### src/rtl/restoring_div_4bit_if.sv
`timescale 1ns/1ps
`default_nettype none
// ============================================================================
// Module      : restoring_div_4bit_if
// Description : Request/result bundle for the 4-bit restoring divider.
//               The master issues start with operands and the slave returns
//               status and results.
// Revision    : 1.0 - initial release
// ============================================================================
interface restoring_div_4bit_if;
    logic       start;
    logic [3:0] dividend;
    logic [3:0] divisor;
    logic       busy;
    logic       done;
    logic [3:0] quotient;
    logic [3:0] remainder;
    logic       div_by_zero;

    modport master (
        output start, dividend, divisor,
        input  busy, done, quotient, remainder, div_by_zero
    );

    modport slave (
        input  start, dividend, divisor,
        output busy, done, quotient, remainder, div_by_zero
    );
endinterface
`default_nettype wire

### src/rtl/restoring_div_4bit.sv
`timescale 1ns/1ps
`default_nettype none
// ============================================================================
// Module      : restoring_div_4bit
// Description : Sequential 4-bit unsigned restoring divider. The quotient is
//               resolved MSB first, one bit per clock, over four CALC cycles.
//               A zero divisor short-cuts straight to DONE with a saturated
//               quotient, remainder equal to the dividend, and a flag set.
// Revision    : 1.0 - initial release
// ============================================================================
module restoring_div_4bit (
    input  wire logic             clk,
    input  wire logic             rst,
    restoring_div_4bit_if.slave   bus
);

    typedef enum logic [1:0] {
        IDLE = 2'd0,
        CALC = 2'd1,
        DONE = 2'd2
    } state_t;

    state_t     r_state;
    state_t     w_next_state;

    logic [1:0] r_cnt;
    logic [3:0] r_rem;
    logic [3:0] r_dividend;
    logic [3:0] r_divisor;
    logic [3:0] r_quotient;
    logic [3:0] r_remainder;
    logic       r_dbz;

    logic       w_accept;
    logic       w_div_zero;
    logic [4:0] w_partial;
    logic [5:0] w_sum;
    logic [4:0] w_trial;
    logic       w_no_borrow;
    logic [3:0] w_rem_next;
    logic       w_unused_trial_msb;

    assign w_accept   = (r_state == IDLE) && bus.start;
    assign w_div_zero = (bus.divisor == 4'd0);

    // Shift the next dividend bit into the partial remainder and try to
    // subtract the divisor. The carry out of the 6-bit sum is the
    // "no borrow" indication (partial >= divisor).
    assign w_partial   = {r_rem, r_dividend[r_cnt]};
    assign w_sum       = {1'b0, w_partial} + {1'b0, ~{1'b0, r_divisor}} + 6'd1;
    assign w_trial     = w_sum[4:0];
    assign w_no_borrow = w_sum[5];

    // Because R < divisor is kept invariant, a successful trial is always
    // below the divisor and fits in 4 bits; its top bit is always zero.
    assign w_rem_next         = w_no_borrow ? w_trial[3:0] : w_partial[3:0];
    assign w_unused_trial_msb = w_trial[4];

    // State register.
    always_ff @(posedge clk or posedge rst) begin
        if (rst) begin
            r_state <= IDLE;
        end else begin
            r_state <= w_next_state;
        end
    end

    // Next-state decode.
    always_comb begin
        w_next_state = r_state;
        case (r_state)
            IDLE: begin
                if (bus.start) begin
                    w_next_state = w_div_zero ? DONE : CALC;
                end
            end
            CALC: begin
                if (r_cnt == 2'd0) begin
                    w_next_state = DONE;
                end
            end
            DONE: begin
                w_next_state = IDLE;
            end
            default: begin
                w_next_state = IDLE;
            end
        endcase
    end

    // Operand capture, iteration datapath and result registers.
    always_ff @(posedge clk or posedge rst) begin
        if (rst) begin
            r_cnt       <= 2'd0;
            r_rem       <= 4'd0;
            r_dividend  <= 4'd0;
            r_divisor   <= 4'd0;
            r_quotient  <= 4'd0;
            r_remainder <= 4'd0;
            r_dbz       <= 1'b0;
        end else if (w_accept) begin
            r_dividend <= bus.dividend;
            r_divisor  <= bus.divisor;
            r_rem      <= 4'd0;
            r_cnt      <= 2'd3;
            r_dbz      <= w_div_zero;
            if (w_div_zero) begin
                r_quotient  <= 4'hF;
                r_remainder <= bus.dividend;
            end
        end else if (r_state == CALC) begin
            r_quotient[r_cnt] <= w_no_borrow;
            r_rem             <= w_rem_next;
            r_cnt             <= r_cnt - 2'd1;
            if (r_cnt == 2'd0) begin
                r_remainder <= w_rem_next;
            end
        end
    end

    assign bus.busy        = (r_state != IDLE);
    assign bus.done        = (r_state == DONE);
    assign bus.quotient    = r_quotient;
    assign bus.remainder   = r_remainder;
    assign bus.div_by_zero = r_dbz;

endmodule
`default_nettype wire

### src/flat_wrapper.sv
// flat-port wrapper written by rule: the top's interface ports become plain ports
module restoring_div_4bit_flat 
  (clk, rst, bus_start, bus_dividend, bus_divisor, bus_busy, bus_done, bus_quotient, bus_remainder, bus_div_by_zero);
  restoring_div_4bit_if bus_i ();
  input  wire logic clk;
  input  wire logic rst;
  input wire logic [$bits(bus_i.start)-1:0] bus_start;
  input wire logic [$bits(bus_i.dividend)-1:0] bus_dividend;
  input wire logic [$bits(bus_i.divisor)-1:0] bus_divisor;
  output wire logic [$bits(bus_i.busy)-1:0] bus_busy;
  output wire logic [$bits(bus_i.done)-1:0] bus_done;
  output wire logic [$bits(bus_i.quotient)-1:0] bus_quotient;
  output wire logic [$bits(bus_i.remainder)-1:0] bus_remainder;
  output wire logic [$bits(bus_i.div_by_zero)-1:0] bus_div_by_zero;
  assign bus_i.start = bus_start;
  assign bus_i.dividend = bus_dividend;
  assign bus_i.divisor = bus_divisor;
  assign bus_busy = bus_i.busy;
  assign bus_done = bus_i.done;
  assign bus_quotient = bus_i.quotient;
  assign bus_remainder = bus_i.remainder;
  assign bus_div_by_zero = bus_i.div_by_zero;
  restoring_div_4bit u_core (.clk(clk), .rst(rst), .bus(bus_i));
endmodule
### config.mk
export PLATFORM = sky130hd
export DESIGN_NAME = restoring_div_4bit_flat
export DESIGN_NICKNAME = d
export VERILOG_FILES = /design/src/rtl/restoring_div_4bit_if.sv /design/src/rtl/restoring_div_4bit.sv /design/src/flat_wrapper.sv
export SDC_FILE = /design/constraint.sdc
export NUM_CORES = 1
export LEC_CHECK = 0
export BUFFER_PORTS_ARGS = -buffer_cell sky130_fd_sc_hd__buf_2
export CORE_MARGIN = 1
export CORE_UTILIZATION = 43
export CTS_CLUSTER_DIAMETER = 150
export CTS_CLUSTER_SIZE = 10
export DETAILED_ROUTE_END_ITERATION = 10
export PLACE_DENSITY_LB_ADDON = 0.15
export SLEW_MARGIN = 20
export SYNTH_ARGS = -nofsm -noshare
export SYNTH_HDL_FRONTEND = slang
export SYNTH_SLANG_ARGS = --single-unit
### constraint.sdc
create_clock -name clk -period 7.2 [get_ports clk]
set_clock_uncertainty 0.15 [all_clocks]
set_input_delay 0.72 -clock clk [delete_from_list [all_inputs] [get_ports clk]]
set_output_delay 0.72 -clock clk [all_outputs]
set_load 0.005 [all_outputs]
# After elaboration in Yosys (flattened, before gate mapping)
# Cells that the tools add are included.
[classes] n_addsub=3 order_cmp=2 n_eq_ne=5 n_mux=21 bitwise=1 n_reduce_logical=11
[op_table] cell="$mux W4" count=10
[op_table] cell="$mux W2" count=5
[op_table] cell="$add A5 B5 Y6" count=1
[op_table] cell="$add A6 B1 Y6 const B" count=1
[op_table] cell="$reduce_bool A2 Y1" count=3
[op_table] cell="$not A4 Y5" count=1
[op_table] cell="$bwmux W4" count=1
[op_table] cell="$logic_not A2 Y1" count=2
[op_table] cell="$logic_not A4 Y1" count=1
[op_table] cell="$ne A2 B2 Y1 const B" count=2
[op_table] cell="$pmux W2 S2" count=1
[op_table] cell="$reduce_and A2 Y1" count=2
[op_table] cell="$lt A2 B3 Y1 const B" count=1
[op_table] cell="$reduce_and A3 Y1" count=1
[op_table] cell="$bmux W1 S2" count=1
[op_table] cell="$demux W1 S2" count=1
[op_table] cell="$eq A2 B1 Y1 const B" count=1
[op_table] cell="$eq A2 B2 Y1 const B" count=1
[op_table] cell="$ge A2 B1 Y1 const B" count=1
[op_table] cell="$logic_and A1 B1 Y1" count=2
[op_table] cell="$mux W1" count=2
[op_table] cell="$ne A2 B1 Y1 const B" count=1
[op_table] cell="$sub A2 B1 Y2 const B" count=1
[totals] reg_bits=25 inputBits=11 out_inout_bits=11 elab_cells=51

# Depth between registers and ports, before layout
[depth] ltp_word=8 ltp_mapped=9 mapped_depth_nobuf=9

# Least setup slack after synthesis
# OpenSTA, ideal clock, no wires.
[synth_timing] path_kind="reg-to-reg" from="register u_core.r_cnt[0]" to="register u_core.r_remainder[3], in the netlist u_core.bus.remainder[3]" setup_ps=82 t_arrival_ps=2092 required_ps=6968 path_slack_ps=4877 stages_incl_launch_ff=8 path_buffers=0 period_less_slack_ps=2323 path_cell_list="dfrtp_1 mux2_2 o21ai_1 ha_1 nor2b_1 o31a_1 or4_4 a31oi_1"
[synth_between] elab_chain_len=8 elab_cells_between_ends=11 cone_classes="2 x add/sub; 6 x mux; 3 x reduce/logical"
[synth_rtl] item="start, declared" line="restoring_div_4bit.sv:26" text="logic [1:0] r_cnt;"
[synth_rtl] item="start signal, assigned" line="restoring_div_4bit.sv:114" text="r_cnt <= r_cnt - 2'd1;"
[synth_rtl] item="$bmux W1 S2" line="restoring_div_4bit.sv:49" text="assign w_partial = {r_rem, r_dividend[r_cnt]};"
[synth_rtl] item="$mux W1 (implied by the code)" line="restoring_div_4bit.sv:49"
[synth_rtl] item="$add A5 B5 Y6" line="restoring_div_4bit.sv:50" text="assign w_sum = {1'b0, w_partial} + {1'b0, ~{1'b0, r_divisor}} + 6'd1;"
[synth_rtl] item="$add A6 B1 Y6" line="restoring_div_4bit.sv:50"
[synth_rtl] item="$mux W4" line="restoring_div_4bit.sv:56" text="assign w_rem_next = w_no_borrow ? w_trial[3:0] : w_partial[3:0];"
[synth_rtl] item="$mux W4" line="restoring_div_4bit.sv:115" text="if (r_cnt == 2'd0) begin"
[synth_rtl] item="$mux W4" line="restoring_div_4bit.sv:111" text="end else if (r_state == CALC) begin"
[synth_rtl] item="$mux W4" line="restoring_div_4bit.sv:101" text="end else if (w_accept) begin"
[synth_rtl] item="end signal, assigned" line="restoring_div_4bit.sv:109" text="r_remainder <= bus.dividend;"
[synth_rtl] item="end signal, assigned" line="restoring_div_4bit.sv:116" text="r_remainder <= w_rem_next;"
[synth_rtl] item="end, declared" line="restoring_div_4bit.sv:31" text="logic [3:0] r_remainder;"
# Parallel ways exist; a longest one is shown, timed or not. The select of a mux whose other input is x is not followed.
# A chain may end at the register's enable or synchronous reset.

# Worst setup path after layout
[layout_timing] from="register u_core.r_cnt[0]" to="register u_core.r_remainder[1], in the netlist u_core.bus.remainder[1]"
# Same word-level chain as after synthesis.

==> out/results.txt <==
share of cells above drive strength 1 = 0.188
LEAKAGE = 0.000716 µW
H-tree depth = 1
sum of buffers and inverters on the critical path = 0
post-synthesis simple-gate area fraction = 0.204
number of max-cap violations = 0
initial antenna violation count = 0
Critical Path Stages = 8
I/O pins = 22
RR Endpoint = u_core.bus.remainder[1]
post-route setup TNS = 0 ns
slew margin rel. = 0.380
RePlAce Congestion = 0.839
mux cell area share after synthesis = 0.0325
register area share after synthesis = 0.493
largest area contributor in the netlist = dfrtp_1
Area Overhead vs Synth = 12.5%
row count = 19
post-detail-place hpwl = 1.97 mm
Synth Area in XOR/XNOR = 0.00690
DRC Markers = 0
crit path to = u_core.bus.remainder[1]
Root Buffer = clkbuf_4
setup bufs post-CTS = 0
post-synthesis compound-gate area fraction = 0.136
WP data arrival = 2.55 ns
number of global-route vias before repair = 984
number of enable flip-flop cells after synthesis = 0
pre-CTS setup slack = 4.66 ns
Post-Route WL = 2.59 mm
CTS clk-pin slew, worst paths = 0.13 ns
most frequent cell after synthesis = nand2_1
Peak VDD IR = 0.262 mV
TritonCTS Buffers = 3
Critical Path Slowest Stage Cell = dfrtp_1
synth unique cells = 31
clock buffer depth = 2
worst-path fanout max = 6
Synth Register Bits = 25
status = finished clean
syn avg cell area = 9.61 µm²
Tmin final = 2.51 ns
Final setup viols = 0
die width = 56.3 µm
CP Class = register to register
post-synth net total = 152
fin crit share = 0.348
reg2reg setup slack = 4.69 ns
Buffers on Ports = 21
Finished Cell Area = 1430 µm²
initial DRC count = 29
Die H = 56.3 µm
CP max stage delay = 0.48 ns
Starting Density = 0.456
CTS tree = built
WP data required = 7.25 ns
WL per Instance = 14.0 µm
Layout Nets = 175
reg-to-reg startpoint = u_core.r_cnt[0]
drt pass-1 iters = 4
post-synthesis adder-cell area fraction = 0.0947
largest family of logic cells by synthesized area = simple AND/OR/NAND/NOR gates
worst slew pin tran = 0.929 ns
final hold vios = 0
FMAX = 399 MHz
worst hold-check path type = register to register
first-pass GRT wire length = 4.50 mm
Largest delay share family, worst path = compound AO/OA/AOI/OAI gates
post-layout worst setup margin = 4.69 ns
# diodes = 0
RSZ-0062 raised after global routing = false
Antenna Nets Post-Route = 0
Syn. warnings = 0
top cell type's share of synthesized area = 0.493
async set-reset flop share out of synthesis = 1.00
Setup crit end kind = register
Clock Latency Late Sink = 0.31 ns
Gate Count Post-Synth = 132
GRT overflow = 0
core area = 2780 µm²
fin. max-slew vios = 0
Commonest cells post-synth = 31 x nand2_1, 25 x dfrtp_1, 8 x ha_1, 8 x inv_1
Vias = 995
CP startpoint kind = register
GRT Resource Usage Total = 0.183
Fill cells = 273
CP most frequent cell = a31oi_1
dpl cell area = 1400 µm²
crit path cell chain = mux2_2 > o21ai_1 > ha_1 > nor2b_1 > o31a_1 > o311a_1 > a31oi_1 > a31oi_1
largest net degree at the start of global routing = 26
Vias/cell = 5.38
top_reg_cell synth = dfrtp_1
# clock sinks = 25
CP startpoint = u_core.r_cnt[0]
reg2reg path depth = 8
mapped cell area = 1270 µm²
Post-CTS Resized = 0
Hold-fix buffers, CTS = 0
top cells by area, synth = dfrtp_1 49%, nand2_1 9.2%, ha_1 7.9%, mux2i_1 2.4%, o21ai_1 2.4%
DIE AREA = 3170 µm²
pwr/cell area = 473 nW/µm²
## flip-flops by register name, indices dropped and copies added, names as in the netlist
register and cells:
u_core.r_state 2, u_core.bus.quotient 4, u_core.r_rem 4, u_core.r_cnt 2, u_core.r_dividend 4, u_core.bus.div_by_zero 1, u_core.bus.remainder 4, u_core.r_divisor 4
## cells by family after synthesis
kind of cell / count (synthesis)
XOR/XNOR: 1
adder cells (fa/ha/maj): 9
buffers and inverters: 11
AO/OA/AOI/OAI: 27
multiplexers: 4
flip-flops: 25
AND/OR/NAND/NOR: 55
## through the flow
stage	util	total power, µW	hold WS (ns)	std cells
after floorplan	-	512	0.290	132
after global placement	0.504	606	0.307	181
after detailed placement	0.504	615	0.315	181
after CTS	0.513	678	0.346	185
after global routing	0.513	743	0.378	185
final	0.513	675	0.343	185
## worst min path at each step
stage | startpoint | cells past startpoint | slack, ns | to
6_report | u_core.r_dividend[2] | 1 | 0.34 | u_core.r_dividend[2]
5_1_grt | u_core.r_dividend[3] | 2 | 0.38 | u_core.r_dividend[3]
3_3_place_gp | u_core.bus.div_by_zero | 2 | 0.31 | u_core.bus.div_by_zero
3_5_place_dp | u_core.r_dividend[2] | 1 | 0.32 | u_core.r_dividend[2]
2_1_floorplan | u_core.r_dividend[3] | 2 | 0.29 | u_core.r_dividend[3]
4_1_cts | u_core.r_dividend[2] | 1 | 0.35 | u_core.r_dividend[2]
## power by group
group	internal (µW)	leakage, µW	switching, µW
logic	156	0.000396	207
clock network	21.7	0.0000150	41.0
registers	204	0.000306	45.6
## cell usage in the layout (no fill, tap or decap), types with 2 or more instances in the layout
master,count
ha_1,8
nor2_1,6
buf_2,21
clkbuf_4,3
inv_1,8
o21a_1,2
nand2_1,31
nor2b_1,3
a31oi_1,4
dfrtp_1,25
o21ai_1,6
o21ai_0,5
nor4_1,3
mux2i_1,3
nand3_1,5
o211ai_1,4
## routing by layer
metal	up-vias	wire, µm	track usage
met5	-	0	0
met4	0	21	0.0523
met3	2	74	0.0230
met2	18	1200	0.313
met1	480	1300	0.244
li1	495	-	-
## area by class of cell
class | instances | area, µm² | share of cell area
clock buffers | 4 | 26.3 | 0.0184
inverters | 8 | 30.0 | 0.0210
multi-input cells | 96 | 602 | 0.422
flip-flops and latches | 25 | 626 | 0.438
well taps | 31 | 38.8 | 0.0272
repair buffers | 21 | 105 | 0.0736
No activity file was read; power rests on OpenSTA's default activity.
